<file path="src/rtl/load_store_unit.sv">
// Purpose: turns byte/half/word loads and stores into aligned, byte-enabled word accesses on a handshaked data memory.
// Latency: 3 cycles (IDLE, BUSY, DONE) when mem_ack arrives in the first BUSY cycle; Stall is high for 2 of them.
// Backpressure: Stall holds the datapath until mem_ack arrives or TIMEOUT_CYC BUSY cycles pass (BusErr abort).
//
// Ports: clk/reset (async, active-low); MemRead/MemWrite/Funct3/Addr/WriteData from the datapath;
//        ReadData (registered load result), Stall, AccErr, BusErr to the datapath;
//        mem_req/mem_we/mem_addr/mem_be/mem_wdata to memory, mem_ack/mem_rdata from memory.
module load_store_unit #(
    parameter int DATA_W      = 32,
    parameter int DM_ADDRESS  = 9,
    parameter int TIMEOUT_CYC = 15
) (
    input  logic                  clk,
    input  logic                  reset,
    input  logic                  MemRead,
    input  logic                  MemWrite,
    input  logic [2:0]            Funct3,
    input  logic [DM_ADDRESS-1:0] Addr,
    input  logic [DATA_W-1:0]     WriteData,
    output logic [DATA_W-1:0]     ReadData,
    output logic                  Stall,
    output logic                  AccErr,
    output logic                  BusErr,
    output logic                  mem_req,
    output logic                  mem_we,
    output logic [DM_ADDRESS-3:0] mem_addr,
    output logic [3:0]            mem_be,
    output logic [DATA_W-1:0]     mem_wdata,
    input  logic                  mem_ack,
    input  logic [DATA_W-1:0]     mem_rdata
);

    localparam int CNT_W = $clog2(TIMEOUT_CYC + 1);

    typedef enum logic [1:0] {IDLE, BUSY, DONE} state_t;

    state_t                state_q, state_d;
    logic [CNT_W-1:0]      cnt_q, cnt_d;
    logic                  req_q, req_d;
    logic                  we_q, we_d;
    logic [DM_ADDRESS-3:0] addr_q, addr_d;
    logic [3:0]            be_q, be_d;
    logic [DATA_W-1:0]     wdata_q, wdata_d;
    logic [2:0]            f3_q, f3_d;
    logic [1:0]            off_q, off_d;
    logic [DATA_W-1:0]     rdata_q, rdata_d;
    logic                  acc_err_q, acc_err_d;
    logic                  bus_err_q, bus_err_d;

    logic                  access_c;
    logic                  legal_c;
    logic                  misalign_c;
    logic [3:0]            be_c;
    logic [DATA_W-1:0]     wdata_c;
    logic [7:0]            byte_sel;
    logic [15:0]           half_sel;
    logic [DATA_W-1:0]     load_ext;

    // A request with both strobes high is treated as a store.
    always_comb begin
        access_c   = MemRead | MemWrite;
        if (MemWrite) legal_c = Funct3 inside {3'b000, 3'b001, 3'b010};
        else          legal_c = Funct3 inside {3'b000, 3'b001, 3'b010, 3'b100, 3'b101};
        misalign_c = ((Funct3[1:0] == 2'b01) && Addr[0]) ||
                     ((Funct3[1:0] == 2'b10) && (Addr[1:0] != 2'b00));

        be_c    = 4'b1111;
        wdata_c = WriteData;
        if (MemWrite) begin
            case (Funct3[1:0])
                2'b00: begin
                    be_c    = 4'b0001 << Addr[1:0];
                    wdata_c = {4{WriteData[7:0]}};
                end
                2'b01: begin
                    be_c    = 4'b0011 << Addr[1:0];
                    wdata_c = {2{WriteData[15:0]}};
                end
                default: begin
                    be_c    = 4'b1111;
                    wdata_c = WriteData;
                end
            endcase
        end
    end

    // Lane selection and extension use the size/offset latched at request time.
    always_comb begin
        case (off_q)
            2'd0:    byte_sel = mem_rdata[7:0];
            2'd1:    byte_sel = mem_rdata[15:8];
            2'd2:    byte_sel = mem_rdata[23:16];
            default: byte_sel = mem_rdata[31:24];
        endcase
        half_sel = off_q[1] ? mem_rdata[31:16] : mem_rdata[15:0];
        case (f3_q)
            3'b000:  load_ext = {{(DATA_W-8){byte_sel[7]}}, byte_sel};
            3'b001:  load_ext = {{(DATA_W-16){half_sel[15]}}, half_sel};
            3'b100:  load_ext = {{(DATA_W-8){1'b0}}, byte_sel};
            3'b101:  load_ext = {{(DATA_W-16){1'b0}}, half_sel};
            default: load_ext = mem_rdata;
        endcase
    end

    always_comb begin
        state_d   = state_q;
        cnt_d     = cnt_q;
        req_d     = req_q;
        we_d      = we_q;
        addr_d    = addr_q;
        be_d      = be_q;
        wdata_d   = wdata_q;
        f3_d      = f3_q;
        off_d     = off_q;
        rdata_d   = rdata_q;
        acc_err_d = 1'b0;
        bus_err_d = 1'b0;
        Stall     = 1'b0;

        case (state_q)
            IDLE: begin
                cnt_d = '0;
                if (access_c) begin
                    if (legal_c && !misalign_c) begin
                        Stall   = 1'b1;
                        req_d   = 1'b1;
                        we_d    = MemWrite;
                        addr_d  = Addr[DM_ADDRESS-1:2];
                        be_d    = be_c;
                        wdata_d = wdata_c;
                        f3_d    = Funct3;
                        off_d   = Addr[1:0];
                        state_d = BUSY;
                    end else begin
                        // Rejected without a bus cycle; the datapath is not stalled.
                        acc_err_d = 1'b1;
                    end
                end
            end
            BUSY: begin
                Stall = 1'b1;
                cnt_d = cnt_q + CNT_W'(1);
                if (mem_ack) begin
                    req_d   = 1'b0;
                    if (!we_q) rdata_d = load_ext;
                    state_d = DONE;
                end else if (cnt_q == CNT_W'(TIMEOUT_CYC - 1)) begin
                    req_d     = 1'b0;
                    bus_err_d = 1'b1;
                    if (!we_q) rdata_d = '0;
                    state_d   = DONE;
                end
            end
            DONE: begin
                // One unstalled cycle lets the datapath commit before the next request is considered.
                cnt_d   = '0;
                state_d = IDLE;
            end
            default: begin
                state_d = IDLE;
            end
        endcase
    end

    always_ff @(posedge clk or negedge reset) begin
        if (!reset) begin
            state_q   <= IDLE;
            cnt_q     <= '0;
            req_q     <= 1'b0;
            we_q      <= 1'b0;
            addr_q    <= '0;
            be_q      <= '0;
            wdata_q   <= '0;
            f3_q      <= '0;
            off_q     <= '0;
            rdata_q   <= '0;
            acc_err_q <= 1'b0;
            bus_err_q <= 1'b0;
        end else begin
            state_q   <= state_d;
            cnt_q     <= cnt_d;
            req_q     <= req_d;
            we_q      <= we_d;
            addr_q    <= addr_d;
            be_q      <= be_d;
            wdata_q   <= wdata_d;
            f3_q      <= f3_d;
            off_q     <= off_d;
            rdata_q   <= rdata_d;
            acc_err_q <= acc_err_d;
            bus_err_q <= bus_err_d;
        end
    end

    assign ReadData  = rdata_q;
    assign AccErr    = acc_err_q;
    assign BusErr    = bus_err_q;
    assign mem_req   = req_q;
    assign mem_we    = we_q;
    assign mem_addr  = addr_q;
    assign mem_be    = be_q;
    assign mem_wdata = wdata_q;

endmodule

</file>
<file path="config.mk">
export PLATFORM = sky130hd
export DESIGN_NAME = load_store_unit
export DESIGN_NICKNAME = d
export VERILOG_FILES = /design/src/rtl/load_store_unit.sv
export SDC_FILE = /design/constraint.sdc
export NUM_CORES = 1
export LEC_CHECK = 0
export BUFFER_PORTS_ARGS = -buffer_cell sky130_fd_sc_hd__buf_4
export CAP_MARGIN = 5
export CORE_MARGIN = 5
export CORE_UTILIZATION = 35
export CTS_CLUSTER_DIAMETER = 80
export DETAILED_ROUTE_END_ITERATION = 6
export PLACE_DENSITY = 0.71
export SLEW_MARGIN = 25
export SYNTH_ARGS = -nofsm -noshare
export SYNTH_HDL_FRONTEND = slang
export SYNTH_SLANG_ARGS = --single-unit
</file>
<file path="constraint.sdc">
create_clock -name clk -period 2.19 [get_ports clk]
set_input_delay 0.1095 -clock clk [delete_from_list [all_inputs] [get_ports clk]]
set_output_delay 0.1095 -clock clk [all_outputs]
set_load 0.02 [all_outputs]
</file>
==> results.yml, run 1 <==
drt:
  routed-wl-met3_um: 1300
  vias_per_cell: 5.25
  dr_total_vias: 3977
  wl_per_cell_um: 17.8
  dr.pass1.iters: 5
  drc_errors: 0
  wl_um: 13400
  wl_met1_um: 5740
  route.met2.wl_um: 6240
  drt-initial-drc-count: 260
  drt.antenna.violating_nets: 0
  dr.max_layer_used: "met4"
clocking:
  root_buffer: "clkbuf_16"
  cts_tree: "done"
  clockBufferDepth: 2
  numCtsBuffers: 9
  insertion_delay_ns: 0.34
  htreeDepth: 3
  cts_sinks: 90
  clk_pin_slew_ns: 0.07
  postCtsSetupRepairBufs: 0
global_routing:
  gr-total-overflow: 0
  grt_max_degree: 56
  grt_pass1_wl_um: 21800
  grt_pass1_vias: 4110
  antenna_found_initial: 0
  grt_usage_pct: 18.7
setup_path:
  crit_arrival_ns: 2.18
  cp.required_ns: 2.41
  r2r-start: "cnt_q[0]$_DFFE_PN0P_"
  cp-startpoint: "cnt_q[0]$_DFFE_PN0P_"
  critical_path_class: "reg2reg"
  cp-end-kind: "register"
  cp-start-kind: "register"
  cp_max_fo: 24
die:
  die_width_um: 121
  io_pins: 161
  die_y_um: 121
  design.core.area_um2: 12100
  start_util_pct: 35.8
  floorplan.rows: 40
  dieArea_um2: 14700
logic_synthesis:
  synth_edf_count: 0
  ys.flop_type: "dfrtp_1"
  syn_inst: 408
  ys_seq_elements: 90
  synth_top_area_cell: "dfrtp_1"
  syn-cell-area_um2: 4320
  ys_async_sr_fraction_pct: 100
  synth_top_area_share_pct: 52.2
  syn_avg_cell_area_um2: 10.6
  yosys_warnings: 0
  netlist_top_cells_area: "dfrtp_1, nand2_1, a221o_1, mux2i_1, mux2_2"
  ys_seq_area_share_pct: 52.2
  syn-num-nets: 491
  synthDistinctLibCells: 48
status:
  status: "finished clean"
min_path:
  min_from: "WriteData[24]"
  hp-class: "in2reg"
sta:
  hold_viol: 0
  skew_ns: 0.00325
  final_max_slew_viol_count: 0
  layout_min_cycle_time_ns: 1.96
  fin_setup_tns_ns: 0
  fmax_ghz: 0.511
  worst_pin_slew_ns: 0.716
  min_period_over_period_pct: 89.3
  rsz0062_at_grt: "no"
  relSlewSlack_pct: 52.3
  final-setup-viol-count: 0
placement:
  routabilityCongestion: 0.865
  hpwl_um: 9960
  place_area_um2: 5690
  portBuffers: 160
power_and_ir_drop:
  ir_drop_mv: 0.628
  p_seq_share_pct: 35.6
  p_clk_share_pct: 21.4
  combPwrFrac_pct: 43.0
  power.density_nw_per_um2: 1250
  netSwitchingPower_w: 0.00290
  power.static_leakage_nw: 3.02
  p_sw_share_pct: 37.3
  p_int_w: 0.00487
flow_run:
  maxCapViolCount: 0
final_layout:
  fin_nets: 667
  drive_gt1_share_pct: 36.8
  design_area_um2: 6240
  n_antenna_cell: 0
  finish.utilization_pct: 51.7
  area_delta_synth_final_pct: 44.5
  n_fill_cell: 1082
[cell type report]
class | instances | area (µm²) | share of cell area (%)
Clock buffer | 10 | 229 | 3.67
Clock inverter | 6 | 90.1 | 1.44
Inverter | 3 | 11.3 | 0.181
Multi-Input combinational cell | 283 | 1880 | 30.2
Sequential cell | 90 | 2250 | 36.1
Tap cell | 168 | 210 | 3.37
Timing Repair Buffer | 197 | 1560 | 25.0
[sequential cells by signal (all words and copies together) (netlist names)]
signal     count
ReadData      32
mem_wdata     32
mem_addr       7
cnt_q          4
mem_be         4
f3_q           3
off_q          2
state_q        2
AccErr         1
BusErr         1
mem_req        1
mem_we         1
[cells by family (layout without fill, tap and decap cells)]
group                    Yosys count  after routing  share of synthesized area, %
AO/OA/AOI/OAI                    101            101                          19.7
AND/OR/NAND/NOR                  151            151                          16.4
XOR/XNOR                           3              3                         0.609
adder cells (fa/ha/maj)            2              2                         0.580
flip-flops                        90             90                          52.2
buffers and inverters             35            216                          4.18
multiplexers                      26             26                          6.35
[cell usage in the layout (no fill, tap or decap), drive strengths merged, types with 4 or more instances in the layout]
cell         synthesis  routed
a21oi               10      10
a221o               32      32
a31oi                9       9
a32o                 9       9
and2                 5       5
buf                 21     174
clkbuf              11      10
dfrtp               90      90
dlygate4sd3          0      23
inv                  3       4
mux2                11      11
mux2i               15      15
nand2               79      79
nand2b              17      17
nor2                26      26
nor2b               11      11
o21ai               19      19
o2bb2ai              4       4
[critical path: stages (launching register included)]
cell	delay, ns
dfrtp_1	0.43
inv_1	0.08
ha_1	0.13
and3_1	0.20
nor2_1	0.07
or3_1	0.30
buf_4	0.22
a221o_2	0.41
[path summary, 6_finish.rpt]
check	endpoint	slack, ns	cells after the start
worst max-delay path	ReadData[29]$_DFFE_PN0P_	0.23	7
worst min-delay path	mem_wdata[24]$_DFFE_PN0P_	0.009	2
worst max register to register	ReadData[29]$_DFFE_PN0P_	0.23	7
worst min register to register	mem_wdata[0]$_DFFE_PN0P_	0.48	2
max in group asynchronous	mem_addr[2]$_DFFE_PN0P_	1.17	3
min in group asynchronous	ReadData[29]$_DFFE_PN0P_	0.37	2
[metrics by stage]
step,worst slack [ns],total power [W],std cells,hold WS (ns)
after floorplan,0.328,0.00460,408,-0.186
after global placement,0.325,0.00603,718,0.201
after detailed placement,0.244,0.00612,718,0.213
after CTS,0.231,0.00783,757,0.000967
after global routing,0.0734,0.00821,757,0.000262
final,0.234,0.00777,757,0.00920
[power groups by stage]
stage | sequential, W | combinational (W) | clock, W
finish | 0.00276 | 0.00334 | 0.00166
global route | 0.00284 | 0.00360 | 0.00177
CTS | 0.00276 | 0.00337 | 0.00170
detailed placement | 0.00277 | 0.00334 | 0
global placement | 0.00276 | 0.00327 | 0
floorplan | 0.00338 | 0.00122 | 0
[synthesized netlist by cell type, types with 2 or more instances]
| cell | number |
|---|---|
| dfrtp_1 | 90 |
| nand2_1 | 79 |
| nor2_1 | 25 |
| a221o_1 | 22 |
| o21ai_0 | 19 |
| nand2b_1 | 17 |
| mux2i_1 | 15 |
| buf_2 | 11 |
| mux2_2 | 11 |
| nor2b_1 | 11 |
| a21oi_1 | 10 |
| a221o_2 | 10 |
| clkbuf_1 | 10 |
| a31oi_1 | 9 |
| a32o_1 | 9 |
| and2_1 | 5 |
| buf_1 | 5 |
| buf_6 | 4 |
| o2bb2ai_1 | 4 |
| a222oi_1 | 3 |
| a22o_1 | 3 |
| inv_1 | 3 |
| xnor2_1 | 3 |
| a221oi_1 | 2 |
| ha_1 | 2 |
| nand3_1 | 2 |
| o22a_1 | 2 |
| or2_2 | 2 |
[what timing repair did]
| item | CTS | global route |
|---|---|---|
| resized for setup | 0 | 0 |
| endpoints found under the hold margin | 77 | 0 |
| hold buffers | 23 | 0 |
[layer usage]
metal	global-route usage (%)	vias to the layer above
met5	0	-
met4	4.89	0
met3	6.43	13
met2	30.0	198
met1	24.2	1941
li1	-	1825
No activity file was read; power rests on OpenSTA's default activity.
==> inputs of run 2 (changes only) <==
Settings changed: CTS_BUF_LIST from default to sky130_fd_sc_hd__clkbuf_8.
==> run 2 against run 1 <==
Against the previous run: count of clock-buffer cells in the layout is 1 lower; maximum frequency up 0.18%; sequential power about the same; sequential share of layout area shrank 1.1 points; critical endpoint unchanged.
==> results.yml, run 2 (same netlist as run 1, synthesis figures left out) <==
placement:
  placed_cells: 718
  routabilityCongestion: 0.865
  portBuffers: 160
  hpwl_um: 9960
final_layout:
  n_fill_cell: 1044
  layout_commonest_cell: "buf_4"
  n_antenna_cell: 0
  register_area_um2: 2250
  final_cell_mix: "buf_4, dfrtp_1, nand2_1"
  area_delta_synth_final_pct: 49.1
  drive_gt1_share_pct: 35.1
  multiInputGateArea_um2: 1880
  fin_nets: 697
  layoutNonFillerInstCount: 787
power_and_ir_drop:
  p_sw_share_pct: 38.6
  power.static_leakage_nw: 3.10
  netSwitchingPower_w: 0.00285
  p_int_w: 0.00454
  power.density_nw_per_um2: 1150
  ir_drop_mv: 0.553
  p_clk_share_pct: 16.8
  combPwrFrac_pct: 45.9
  p_seq_share_pct: 37.3
drt:
  drc_errors: 0
  drt.antenna.violating_nets: 0
  dr_total_vias: 4092
  dr.pass1.iters: 5
  vias_per_cell: 5.20
  drt-initial-drc-count: 261
  wl_per_cell_um: 17.5
  wl_um: 13800
clocking:
  htreeDepth: 3
  cts_sinks: 90
  insertion_delay_ns: 0.36
  cts_resized: 0
  clockBufferDepth: 2
  cts_tree: "done"
  clk_pin_slew_ns: 0.09
  numCtsBuffers: 9
  root_buffer: "clkbuf_8"
setup_path:
  timing.rr.end: "ReadData[29]$_DFFE_PN0P_"
  r2r-start: "cnt_q[0]$_DFFE_PN0P_"
  cp_cell_sequence: "inv_1 > ha_1 > and3_1 > nor2_1 > or3_1 > buf_4 > a221o_2"
  r2r_cells: 7
  critPathTopFamily: "simple AND/OR/NAND/NOR gates"
  cp-startpoint: "cnt_q[0]$_DFFE_PN0P_"
  cp-start-kind: "register"
  cp.required_ns: 2.44
  cp-end-kind: "register"
  cp_max_fo: 24
  crit_slowest_cell: "dfrtp_1"
  regToRegSetupSlack_ns: 0.24
  max_stage_delay_ns: 0.43
  cp.buffers_inverters: 2
  crit_arrival_ns: 2.20
  critical_path_class: "reg2reg"
global_routing:
  gr-usage-met3_pct: 6.85
  grt_usage_pct: 19.2
  use_met2_pct: 31.3
  top_usage_layer: "met2"
  use_met1_pct: 24.2
  gr-total-overflow: 0
  grt_pass1_wl_um: 22400
  antenna_found_initial: 0
  grt_max_degree: 56
  grt_pass1_vias: 4296
min_path:
  min_from: "mem_rdata[26]"
  holdPathEnd: "ReadData[26]$_DFFE_PN0P_"
  min_path_cells: 2
  hp-class: "in2reg"
die:
  floorplan.rows: 40
  die_width_um: 121
  start_util_pct: 35.8
  design.core.area_um2: 12100
  die_y_um: 121
  io_pins: 161
  dieArea_um2: 14700
sta:
  layout_min_cycle_time_ns: 1.95
  relSlewSlack_pct: 51.1
  min_period_over_period_pct: 89.1
  fin_setup_tns_ns: 0
  skew_ns: 0.00689
  final-setup-viol-count: 0
  final_max_slew_viol_count: 0
  rsz0062_at_grt: "no"
  worst_pin_slew_ns: 0.734
  fmax_ghz: 0.512
  hold_viol: 0
flow_run:
  maxCapViolCount: 0
status:
  status: "finished clean"
==> run 2: changes by cell type in the layout (fill, tap and decap cells not counted) <==
cell           previous run  this run
clkbuf_8                  0         9
dlygate4sd3_1            23        53
inv_1                     3         4
clkbuf_16                 9         0
clkbuf_1                  1         0
==> run 2: power groups by stage <==
| stage | clock network [W] | registers, W | logic [W] |
|---|---|---|---|
| 5_1_grt | 0.00134 | 0.00284 | 0.00366 |
| 6_report | 0.00124 | 0.00276 | 0.00339 |
| 4_1_cts | 0.00128 | 0.00276 | 0.00341 |
| 2_1_floorplan | 0 | 0.00338 | 0.00122 |
| 3_5_place_dp | 0 | 0.00277 | 0.00334 |
| 3_3_place_gp | 0 | 0.00276 | 0.00327 |
==> run 2: worst max-delay path by stage <==
stage | slack, ns | cells past startpoint | to
after global routing | 0.08 | 7 | Stall
after floorplan | 0.33 | 8 | ReadData[28]$_DFFE_PN0P_
final | 0.24 | 7 | ReadData[29]$_DFFE_PN0P_
after global placement | 0.32 | 7 | ReadData[29]$_DFFE_PN0P_
after detailed placement | 0.24 | 7 | ReadData[29]$_DFFE_PN0P_
after CTS | 0.23 | 7 | ReadData[29]$_DFFE_PN0P_
==> run 2: metrics by stage <==
step           worst slack (ns)  util, %  power, W  hold WS [ns]  cell area (µm²)
5_1_grt                  0.0771     53.4   0.00784      0.000394             6440
2_1_floorplan             0.328        -   0.00460        -0.186             4320
3_5_place_dp              0.244     47.2   0.00612         0.213             5690
6_report                  0.238     53.4   0.00739        0.0208             6440
4_1_cts                   0.230     53.3   0.00745     0.0000198             6430
3_3_place_gp              0.325     47.2   0.00603         0.201             5690
==> run 2: layout make-up <==
class,instances,share of cell area [%]
Sequential cell,90,35.0
Multi-Input combinational cell,283,29.3
Timing Repair Buffer,227,28.9
Tap cell,168,3.27
Clock buffer,9,1.92
Clock inverter,7,1.46
Inverter,3,0.175
==> run 2: layer usage <==
layer | routed length, µm | vias up
li1 | - | 1888
met3 | 1450 | 23
met4 | 263 | 0
met5 | 0 | -
met2 | 6350 | 217
met1 | 5720 | 1964
==> run 2: timing repair <==
item	CTS	global route
buffers inserted	0	0
endpoints found under the hold margin	106	1
hold buffers	52	1
==> inputs of run 3 (changes only) <==
Settings changed: ABC_AREA from default to 1, CELL_PAD_IN_SITES_DETAIL_PLACEMENT from default to 1, CELL_PAD_IN_SITES_GLOBAL_PLACEMENT from default to 1, CORE_ASPECT_RATIO from default to 1.5, PLACE_DENSITY 0.71 to 0.9.
==> run 3 against run 2 <==
Against the previous run: sequential share of layout area is 0.22 points lower; register-to-register slack improved by 0.11 ns; worst setup slack got worse by 0.070 ns; core utilization shrank 5.3 points; critical path depth up 1; flip-flop and latch count stayed put; die area rose by 10%; critical endpoint is now Stall.
==> results.yml, run 3 <==
setup_path:
  regToRegSetupSlack_ns: 0.35
  critPathTopFamily: "simple AND/OR/NAND/NOR gates"
  cp-start-kind: "input pin"
  r2r_cells: 9
  timing.rr.end: "ReadData[15]$_DFFE_PN0P_"
  cp.required_ns: 2.08
  cp_cell_sequence: "dlygate4sd3_1 > buf_4 > nor2_1 > nand3_1 > nand2_2 > nand4_4 > nand2_1 > buf_4"
  cp-end-kind: "primary output"
  cp_max_fo: 28
  r2r-start: "cnt_q[0]$_DFFE_PN0P_"
  cpMostUsedCell: "buf_4"
  cp.buffers_inverters: 3
  critical_path_class: "in2out"
  max_stage_delay_ns: 0.56
  crit_slowest_cell: "dlygate4sd3_1"
  crit_arrival_ns: 1.91
clocking:
  clockBufferDepth: 2
  numCtsBuffers: 9
  postCtsSetupRepairBufs: 0
  root_buffer: "clkbuf_8"
  cts_sinks: 90
  cts_resized: 0
  ctsHoldBuffers: 13
  clk_pin_slew_ns: 0.10
  insertion_delay_ns: 0.37
  cts_tree: "done"
  htreeDepth: 3
die:
  die_y_um: 153
  dieArea_um2: 16200
  design.core.area_um2: 13500
  io_pins: 161
  floorplan.rows: 52
  die_width_um: 106
  start_util_pct: 35.6
logic_synthesis:
  yosysMostFrequentCell: "nand2_1"
  syn-num-nets: 738
  synth_common_cells: "nand2_1, dfrtp_1, o21ai_0, nand3_1, inv_1"
  yosys_warnings: 0
  synth_top_area_share_pct: 47.0
  netlist_top_cells_area: "dfrtp_1, nand2_1, o21ai_0, nand3_1, a21boi_0"
  ys_seq_elements: 90
  ys_seq_area_share_pct: 47.0
  syn-cell-area_um2: 4790
  syn_avg_cell_area_um2: 7.31
  synthDistinctLibCells: 29
  syn_inst: 655
  ys_async_sr_fraction_pct: 100
  synth_edf_count: 0
  ys.flop_type: "dfrtp_1"
  synth_top_area_cell: "dfrtp_1"
final_layout:
  area_delta_synth_final_pct: 35.2
  fin_nets: 898
  layout_commonest_cell: "nand2_1"
  n_antenna_cell: 0
  final_cell_mix: "nand2_1, buf_4, dfrtp_1"
  multiInputGateArea_um2: 2210
  finish.utilization_pct: 48.1
  drive_gt1_share_pct: 24.1
  register_area_um2: 2250
  n_fill_cell: 1719
sta:
  fin_setup_tns_ns: 0
  final_max_slew_viol_count: 0
  min_period_over_period_pct: 92.3
  final-setup-viol-count: 0
  layout_min_cycle_time_ns: 2.02
  worst_pin_slew_ns: 0.600
  rsz0062_at_grt: "no"
  skew_ns: 0.0148
  fmax_ghz: 0.495
  relSlewSlack_pct: 60.0
  hold_viol: 0
drt:
  wl_um: 16600
  drt.antenna.violating_nets: 0
  vias_per_cell: 5.08
  wl_per_cell_um: 16.9
  dr_total_vias: 4984
  drc_errors: 0
  dr.pass1.iters: 4
  drt-initial-drc-count: 161
min_path:
  min_path_cells: 3
  hp-class: "in2reg"
  min_from: "WriteData[2]"
  holdPathEnd: "mem_wdata[2]$_DFFE_PN0P_"
power_and_ir_drop:
  power.density_nw_per_um2: 1100
  p_seq_share_pct: 36.3
  p_total_w: 0.00714
  power.static_leakage_nw: 3.53
  netSwitchingPower_w: 0.00301
  combPwrFrac_pct: 45.0
  p_clk_share_pct: 18.7
  p_sw_share_pct: 42.1
  ir_drop_mv: 0.505
  p_int_w: 0.00413
status:
  status: "finished clean"
global_routing:
  antenna_found_initial: 0
  gr-total-overflow: 0
  grt_usage_pct: 20.8
  grt_pass1_vias: 5283
  grt_pass1_wl_um: 27100
  grt_max_degree: 48
flow_run:
  maxCapViolCount: 0
placement:
  hpwl_um: 12300
  portBuffers: 160
  routabilityCongestion: 0.827
[run 3: worst reg2reg max path: stages (launching register included)]
cell and delay (ns):
dfrtp_1 0.39, inv_1 0.12, ha_1 0.17, nand3_1 0.13, a21oi_2 0.23, nand2_2 0.24, buf_12 0.25, nor2_1 0.13
nand2_1 0.07, nand2_1 0.06
[run 3: how the worst max path moves through the flow]
stage | end | slack (ns) | cells past startpoint | from
2_1_floorplan | ReadData[0]$_DFFE_PN0P_ | 0.77 | 8 | cnt_q[0]$_DFFE_PN0P_
3_3_place_gp | mem_addr[1]$_DFFE_PN0P_ | 0.42 | 5 | state_q[1]$_DFFE_PN0P_
3_5_place_dp | mem_addr[3]$_DFFE_PN0P_ | 0.38 | 5 | state_q[1]$_DFFE_PN0P_
4_1_cts | Stall | 0.14 | 8 | Addr[0]
5_1_grt | Stall | 0.04 | 8 | Addr[0]
6_report | Stall | 0.17 | 8 | Addr[0]
[run 3: power by group through the flow]
| stage | clock, W | sequential (W) | combinational (W) |
|---|---|---|---|
| floorplan | 0 | 0.00317 | 0.00120 |
| global placement | 0 | 0.00262 | 0.00315 |
| detailed placement | 0 | 0.00261 | 0.00324 |
| CTS | 0.00137 | 0.00260 | 0.00326 |
| global route | 0.00142 | 0.00267 | 0.00353 |
| finish | 0.00133 | 0.00259 | 0.00321 |
[run 3: final cells by class]
class / count / share of cell area [%]
sequential: 90 / 34.8
multi-input combinational: 490 / 34.1
timing repair buffer: 184 / 22.2
tap: 162 / 3.13
inverter: 40 / 2.32
clock buffer: 10 / 2.12
clock inverter: 6 / 1.39
[run 3: cells by family after synthesis]
family / Yosys count / synth area share [%]
AOI/OAI and AO/OA: 117 / 13.6
adders and majority gates: 2 / 0.522
buffers and inverters: 75 / 6.95
DFF: 90 / 47.0
muxes: 4 / 0.836
and+or+nand+nor: 367 / 31.1
[run 3: stage by stage]
| stage | instances | worst slack, ns | cell area [µm²] | hold WS, ns |
|---|---|---|---|---|
| after detailed placement | 953 | 0.378 | 6120 | 0.159 |
| after CTS | 982 | 0.139 | 6480 | 0.0146 |
| after floorplan | 655 | 0.773 | 4790 | -0.186 |
| after global routing | 982 | 0.0380 | 6480 | 0.0334 |
| after global placement | 953 | 0.418 | 6120 | 0.151 |
| final | 982 | 0.168 | 6480 | 0.0246 |
[run 3: routing by layer]
layer / up-vias / wire (µm) / share of wire [%] / track usage (%)
li1: 2408 / - / - / -
met1: 2409 / 6280 / 38 / 23.5
met2: 141 / 9040 / 54 / 38.6
met3: 26 / 912 / 5.5 / 4.18
met4: 0 / 374 / 2.3 / 6.85
met5: - / 0 / 0 / 0
